File: src/rtl/parity_pkg.sv
// Shared types and helpers for the parity frame generator.
package parity_pkg;

  typedef enum logic {
    ST_DATA    = 1'b0,
    ST_TRAILER = 1'b1
  } state_e;

  // Word counter width; a single-word frame still needs one bit of storage.
  function automatic int cnt_width(input int frame_len);
    return (frame_len <= 1) ? 1 : $clog2(frame_len);
  endfunction

endpackage

File: src/rtl/parity_frame_gen_xor_reduce.sv
// Combinational XOR reduction of a W-bit word (even-parity bit).
module xor_reduce #(
  parameter int W = 8
) (
  input  logic [W-1:0] data_i,
  output logic         par_o
);

  assign par_o = ^data_i;

endmodule

File: src/rtl/parity_frame_gen.sv
// Streaming vertical/longitudinal parity generator with valid/ready on both sides.
// Optional PARITY_FRAME_LAST_EN adds in_last to close a frame early.
module parity_frame_gen
  import parity_pkg::*;
#(
  parameter int DATA_W    = 8,
  parameter int FRAME_LEN = 4
) (
  input  logic              clk,
  input  logic              rst,
  input  logic              mode_odd,
  input  logic              in_valid,
`ifdef PARITY_FRAME_LAST_EN
  input  logic              in_last,
`endif
  output logic              in_ready,
  input  logic [DATA_W-1:0] in_data,
  output logic              out_valid,
  input  logic              out_ready,
  output logic [DATA_W-1:0] out_data,
  output logic              out_par,
  output logic              out_is_trailer
);

  localparam int            CW       = cnt_width(FRAME_LEN);
  localparam logic [CW-1:0] CNT_LAST = CW'(FRAME_LEN - 1);

  state_e              state_q;
  logic [CW-1:0]       cnt_q, cnt_d;
  logic [DATA_W-1:0]   lrc_q;
  logic                out_valid_q, out_par_q, out_trl_q;
  logic [DATA_W-1:0]   out_data_q;
  logic                in_par, lrc_par;
  logic                slot_free, accept, frame_end;

  xor_reduce #(.W(DATA_W)) u_in_par  (.data_i(in_data), .par_o(in_par));
  xor_reduce #(.W(DATA_W)) u_lrc_par (.data_i(lrc_q),   .par_o(lrc_par));

  assign slot_free = !out_valid_q || out_ready;
  assign in_ready  = (state_q == ST_DATA) && slot_free;
  assign accept    = in_valid && in_ready;

  always_comb begin
    frame_end = (cnt_q == CNT_LAST);
`ifdef PARITY_FRAME_LAST_EN
    frame_end = frame_end || in_last;
`endif
    cnt_d = frame_end ? '0 : cnt_q + CW'(1);
  end

  always_ff @(posedge clk or posedge rst) begin
    if (rst) begin
      state_q     <= ST_DATA;
      cnt_q       <= '0;
      lrc_q       <= '0;
      out_valid_q <= 1'b0;
      out_data_q  <= '0;
      out_par_q   <= 1'b0;
      out_trl_q   <= 1'b0;
    end else if (accept) begin
      out_data_q  <= in_data;
      out_par_q   <= in_par ^ mode_odd;
      out_trl_q   <= 1'b0;
      out_valid_q <= 1'b1;
      lrc_q       <= lrc_q ^ in_data;
      cnt_q       <= cnt_d;
      if (frame_end) state_q <= ST_TRAILER;
    end else if (state_q == ST_TRAILER && slot_free) begin
      // Trailer parity uses mode_odd as of this load, not the last word's.
      out_data_q  <= lrc_q;
      out_par_q   <= lrc_par ^ mode_odd;
      out_trl_q   <= 1'b1;
      out_valid_q <= 1'b1;
      lrc_q       <= '0;
      state_q     <= ST_DATA;
    end else if (out_valid_q && out_ready) begin
      out_valid_q <= 1'b0;
    end
  end

  assign out_valid      = out_valid_q;
  assign out_data       = out_data_q;
  assign out_par        = out_par_q;
  assign out_is_trailer = out_trl_q;

endmodule
File: config.mk
export PLATFORM = sky130hd
export DESIGN_NAME = parity_frame_gen
export DESIGN_NICKNAME = d
export VERILOG_FILES = /design/src/rtl/parity_pkg.sv /design/src/rtl/parity_frame_gen_xor_reduce.sv /design/src/rtl/parity_frame_gen.sv
export SDC_FILE = /design/constraint.sdc
export NUM_CORES = 1
export LEC_CHECK = 0
export BUFFER_PORTS_ARGS = -buffer_cell sky130_fd_sc_hd__buf_2
export CORE_ASPECT_RATIO = 0.7
export CORE_MARGIN = 5
export CORE_UTILIZATION = 44
export CTS_BUF_LIST = sky130_fd_sc_hd__clkbuf_8
export DETAILED_ROUTE_END_ITERATION = 7
export GPL_TIMING_DRIVEN = 0
export PLACE_DENSITY = 0.73
export SYNTH_ARGS = -nofsm -noshare
export SYNTH_HDL_FRONTEND = slang
export SYNTH_SLANG_ARGS = --single-unit
File: constraint.sdc
create_clock -name clk -period 2.3 [get_ports clk]
set_input_delay 0.46 -clock clk [delete_from_list [all_inputs] [get_ports clk]]
set_output_delay 0.46 -clock clk [all_outputs]
set_load 0.05 [all_outputs]
Word-level counts from Yosys, hierarchy flattened
Cells that the tools add are included.
{"block": "totals", "reg_bits": 22, "in_bits": 13, "output_inout_bits": 12, "wordCells": 40}
{"block": "classes", "n_addsub": 1, "n_eq_ne": 2, "n_mux": 15, "n_bitwise": 4, "n_reduce_logical": 11}
{"operator": "$mux W8", "n": 4}
{"operator": "$reduce_xor A8 Y1", "n": 2}
{"operator": "$mux W1", "n": 10}
{"operator": "$xor A8 B8 Y8", "n": 1}
{"operator": "$logic_and A1 B1 Y1", "n": 4}
{"operator": "$reduce_bool A3 Y1", "n": 1}
{"operator": "$add A2 B1 Y2 const B", "n": 1}
{"operator": "$eq A2 B2 Y1 const B", "n": 1}
{"operator": "$mux W2", "n": 1}
{"operator": "$ne A2 B1 Y1 const B", "n": 1}
{"operator": "$reduce_and A2 Y1", "n": 1}
{"operator": "$reduce_bool A2 Y1", "n": 1}
{"operator": "$xor A1 B1 Y1", "n": 2}
{"operator": "$logic_not A1 Y1", "n": 1}
{"operator": "$logic_or A1 B1 Y1", "n": 1}
{"operator": "$not A1 Y1", "n": 1}

Longest topological paths before layout
{"block": "depth", "word_depth": 6, "depth_mapped": 6, "ltp_nobuf": 5}

By module
Synthesis repeated with hierarchy kept, for this count alone.
{"block": "unflattened", "cells_unflattened": 109, "hier_area_um2": 1159.9}
{"module": "parity_frame_gen", "n_inst": 1, "cells_per_inst": 95, "area_per_inst_um2": 1037.2}
{"module": "xor_reduce", "n_inst": 2, "cells_per_inst": 7, "area_per_inst_um2": 61.3}

Worst setup path after synthesis
Ideal clock, no wire load.
{"block": "synth_timing", "path_kind": "register to register", "from": "register out_valid_q, in the netlist out_valid", "to": "register out_par_q, in the netlist out_par", "arrival_time_ns": 1.969, "required_ns": 2.176, "setup_slack_ns": 0.207, "path_stages_with_launch": 6, "synth_period_minus_slack_ns": 2.093, "cell_sequence": "dfrtp_1 > nor2b_4 > nor2_1 > nand2_1 > o22ai_1 > o21bai_1"}
{"block": "synth_via", "elab_chain_len": 5, "elab_cells_between_ends": 7}
{"element": "start: declaration", "line_no": "parity_frame_gen.sv:31", "rtl": "logic out_valid_q, out_par_q, out_trl_q;"}
{"element": "start signal: assignment", "line_no": "parity_frame_gen.sv:56", "rtl": "out_valid_q <= 1'b0;"}
{"element": "start signal: assignment", "line_no": "parity_frame_gen.sv:64", "rtl": "out_valid_q <= 1'b1;"}
{"element": "start signal: assignment", "line_no": "parity_frame_gen.sv:73", "rtl": "out_valid_q <= 1'b1;"}
{"element": "$logic_not A1 Y1 (*)", "line_no": "parity_frame_gen.sv:39", "rtl": "assign slot_free = !out_valid_q || out_ready;"}
{"element": "$logic_or A1 B1 Y1 (*)", "line_no": "parity_frame_gen.sv:39"}
{"element": "$logic_and A1 B1 Y1 (*)", "line_no": "parity_frame_gen.sv:40", "rtl": "assign in_ready = (state_q == ST_DATA) && slot_free;"}
{"element": "via in_ready", "line_no": "parity_frame_gen.sv:16", "rtl": "output logic in_ready,"}
{"element": "$logic_and A1 B1 Y1 (*)", "line_no": "parity_frame_gen.sv:41", "rtl": "assign accept = in_valid && in_ready;"}
{"element": "$mux W1 or $reduce_bool A2 Y1 (tied branches)"}
{"element": "end signal: assignment", "line_no": "parity_frame_gen.sv:62", "rtl": "out_par_q <= in_par ^ mode_odd;"}
{"element": "end signal: assignment", "line_no": "parity_frame_gen.sv:71", "rtl": "out_par_q <= lrc_par ^ mode_odd;"}
{"element": "end: declaration", "line_no": "parity_frame_gen.sv:31"}
Mark *: on every way through the listed nets, which the timed path passes. The rest lies on a longest branch.
A chain may end at the register's enable or synchronous reset.

Worst setup path after layout
{"block": "layout_timing", "from": "register out_valid_q, in the netlist out_valid", "to": "output port in_ready"}
{"block": "layout_via", "elab_chain_len": 3}
{"element": "$logic_not A1 Y1", "line_no": "parity_frame_gen.sv:39"}
{"element": "$logic_or A1 B1 Y1", "line_no": "parity_frame_gen.sv:39"}
{"element": "$logic_and A1 B1 Y1", "line_no": "parity_frame_gen.sv:40"}
{"element": "end: declaration", "line_no": "parity_frame_gen.sv:16"}
No other way between the ends.

==> flow_summary.toml <==
[layout]
fin_area_sq_um = 1280
final_common_cell = "nand2_1"
syn2layout_area_growth_pct = 20.2
fin_nets = 154
nFillCells = 223
most-common-layout-cells = "30 x nand2_1, 26 x buf_2, 22 x dfrtp_1"
drive_gt1_share_pct = 25.2
diodes = 0
post-route-util_pct = 57.5

[clocking]
insertion_delay_ps = 260
cts.sinks = 22
path_clk_slew_ps = 80
cts_buffers = 3
cts_buffer_depth = 2
cts_tree = "built"
cts_setup_buffers = 0
h-tree-depth = 1
root_buffer = "clkbuf_8"
post_cts_resized = 0
cts_hold_buf = 0

[route]
ant_nets = 0
viasPerCell = 5.01
drt-initial-drc-count = 51
wl_per_cell_microns = 12.8
routed_wl_mm = 2.19
drc = 0
via_count = 856
detail_route.first_pass.iterations = 4

[global_routing]
grt_pass1_vias = 873
grt_usage_pct = 14.7
grt_max_degree = 23
use_met2_pct = 23.6
grt_util_met3_pct = 5.48
antenna_found_initial = 0
grt_pass1_wl_mm = 3.83
overflow = 0
grt-busiest-layer = "met2"
grtUsageMet1_pct = 19.0

[critical_path]
worstPathMaxFanout = 4
worstSetupPathType = "flip-flop to output pin"
endpoint_kind = "output pin"
critPathLaunchType = "flip-flop"
worstPathRequired_ps = 1840
path_cells = "nor2b_4 -> nor2_1 -> buf_2"
crit_slowest_cell = "dfrtp_1"
arrival_ps = 1210
critPathMaxStageDelay_ps = 400

[floorplan]
core_sq_um = 2220
dieArea_sq_um = 3520
die_height_microns = 51.2
start_util_pct = 47.9
row_count = 14
io_pins = 25
die_w_microns = 68.8

[synthesis]
yosysTopAreaCell = "dfrtp_1"
synth-compound-area-share_pct = 9.87
postSynthAreaPerCell_sq_um = 9.59
synth_mux_area_share_pct = 0
synth_nets = 125
syn_inst = 111
syn_area_sq_um = 1060
synth_area_leaders = "dfrtp_1 52%, nand2_1 11%, xnor2_1 9.9%"
synth_top_family_by_area = "simple AND/OR/NAND/NOR gates"
synth-simple-area-share_pct = 24.1
synth_xor_area_share_pct = 11.5
seq_area_frac_synth_pct = 51.7
synthAdderAreaFrac_pct = 1.18
synth_cell_types = 23
yosys_warnings = 0
synth_seq_cells = 22
netlist.area_leader.share_pct = 51.7

[run_status]
status = "finished, final reports clean"

[power]
power_leakage_nw = 0.633
power.total_mw = 1.88
vdd_drop_max_mv = 0.676
power_density_nw_per_um2 = 1470

[placement]
post_dp_cell_area_sq_um = 1220
dpl_worst_slack_ps = 463
dp_hpwl_mm = 1.68
port_buffers = 24
finalWeightedCongestion = 0.751

[sta]
rsz0062_at_grt = "false"
timing.setup.tns_ps = 0
slew_headroom_pct = 44.5
hold_viol_final = 0
clock.fmax_ghz = 0.600
tightest_slew_ps = 832
post-route-period-util_pct = 72.5
skew_ps = 2.78
fin_crit_ps = 1670
drv_slew = 0
setup_viol = 0
setup_slack_ps = 632

[run]
drv_cap = 0

[min_path]
min_path_type = "primary input to async pin"
## per-stage QoR
step	hold slack (ps)	instances
final	350	171
after global routing	413	171
after CTS	380	171
after detailed placement	461	167
after global placement	458	167
after floorplan	449	111
## sequential cells by signal, summed over array words and instances, names as in the netlist
signal,cells
out_par,1
out_data,8
out_is_trailer,1
state_q,1
cnt_q,2
lrc_q,8
out_valid,1
## where the power goes
| part | leakage [nW] | switching (mW) | internal [mW] | total [mW] |
|---|---|---|---|---|
| sequential | 0.271 | 0.135 | 0.548 | 0.683 |
| clock | 0.0288 | 0.121 | 0.153 | 0.274 |
| combinational | 0.333 | 0.601 | 0.322 | 0.924 |
## cells in the mapped netlist
master,number
ha_1,1
nand2_2,1
o31ai_2,1
nand2_1,30
nor2b_4,1
or3_1,1
a221oi_2,1
a22o_1,1
nand3_1,16
o21bai_1,1
buf_2,2
dfrtp_1,22
nor3b_2,1
inv_1,2
a21o_1,2
nor2_1,2
nand2b_1,1
xor2_1,2
xnor2_1,12
o21ai_1,8
o22ai_1,1
nor3_1,1
and2_1,1
## cell families (layout without fill, tap and decap cells)
| logic type | after synthesis | in the layout |
|---|---|---|
| AND/OR/NAND/NOR | 55 | 55 |
| XOR/XNOR | 14 | 14 |
| adder cells (fa/ha/maj) | 1 | 1 |
| buffers and inverters | 4 | 32 |
| AO/OA/AOI/OAI | 15 | 15 |
| flip-flops | 22 | 22 |
## worst max-delay path: cells and delay by family (launching register included)
kind / cells / cell delay [ps]
DFF: 1 / 400
buffers and inverters: 1 / 280
and+or+nand+nor: 2 / 270
## final timing paths
path                       cells past startpoint  slack (ps)      startpoint              to
min in group clk                               2         420        in_valid       out_valid
hold / removal                                 2         350             rst     out_data[7]
hold reg to reg                                2         480  out_is_trailer  out_is_trailer
setup / recovery                               3         630       out_valid        in_ready
setup reg to reg                               5         690       out_valid         out_par
max in group asynchronous                      2        1430             rst        lrc_q[5]
## layer usage
metal,up-vias,routed length (microns)
li1,430,-
met1,397,967
met2,26,1050
met3,3,168
met4,0,8
met5,-,0
## layout make-up
cell class                 instances  area [sq um]  area share, %
buffer                             2          10.0          0.782
clock buffer                       4          55.1           4.30
inverter                           2          7.51          0.587
multi-input combinational         85           497           38.8
sequential                        22           551           43.0
tap                               32          40.0           3.13
timing repair buffer              24           120           9.38
No activity file was read; power rests on OpenSTA's default activity.
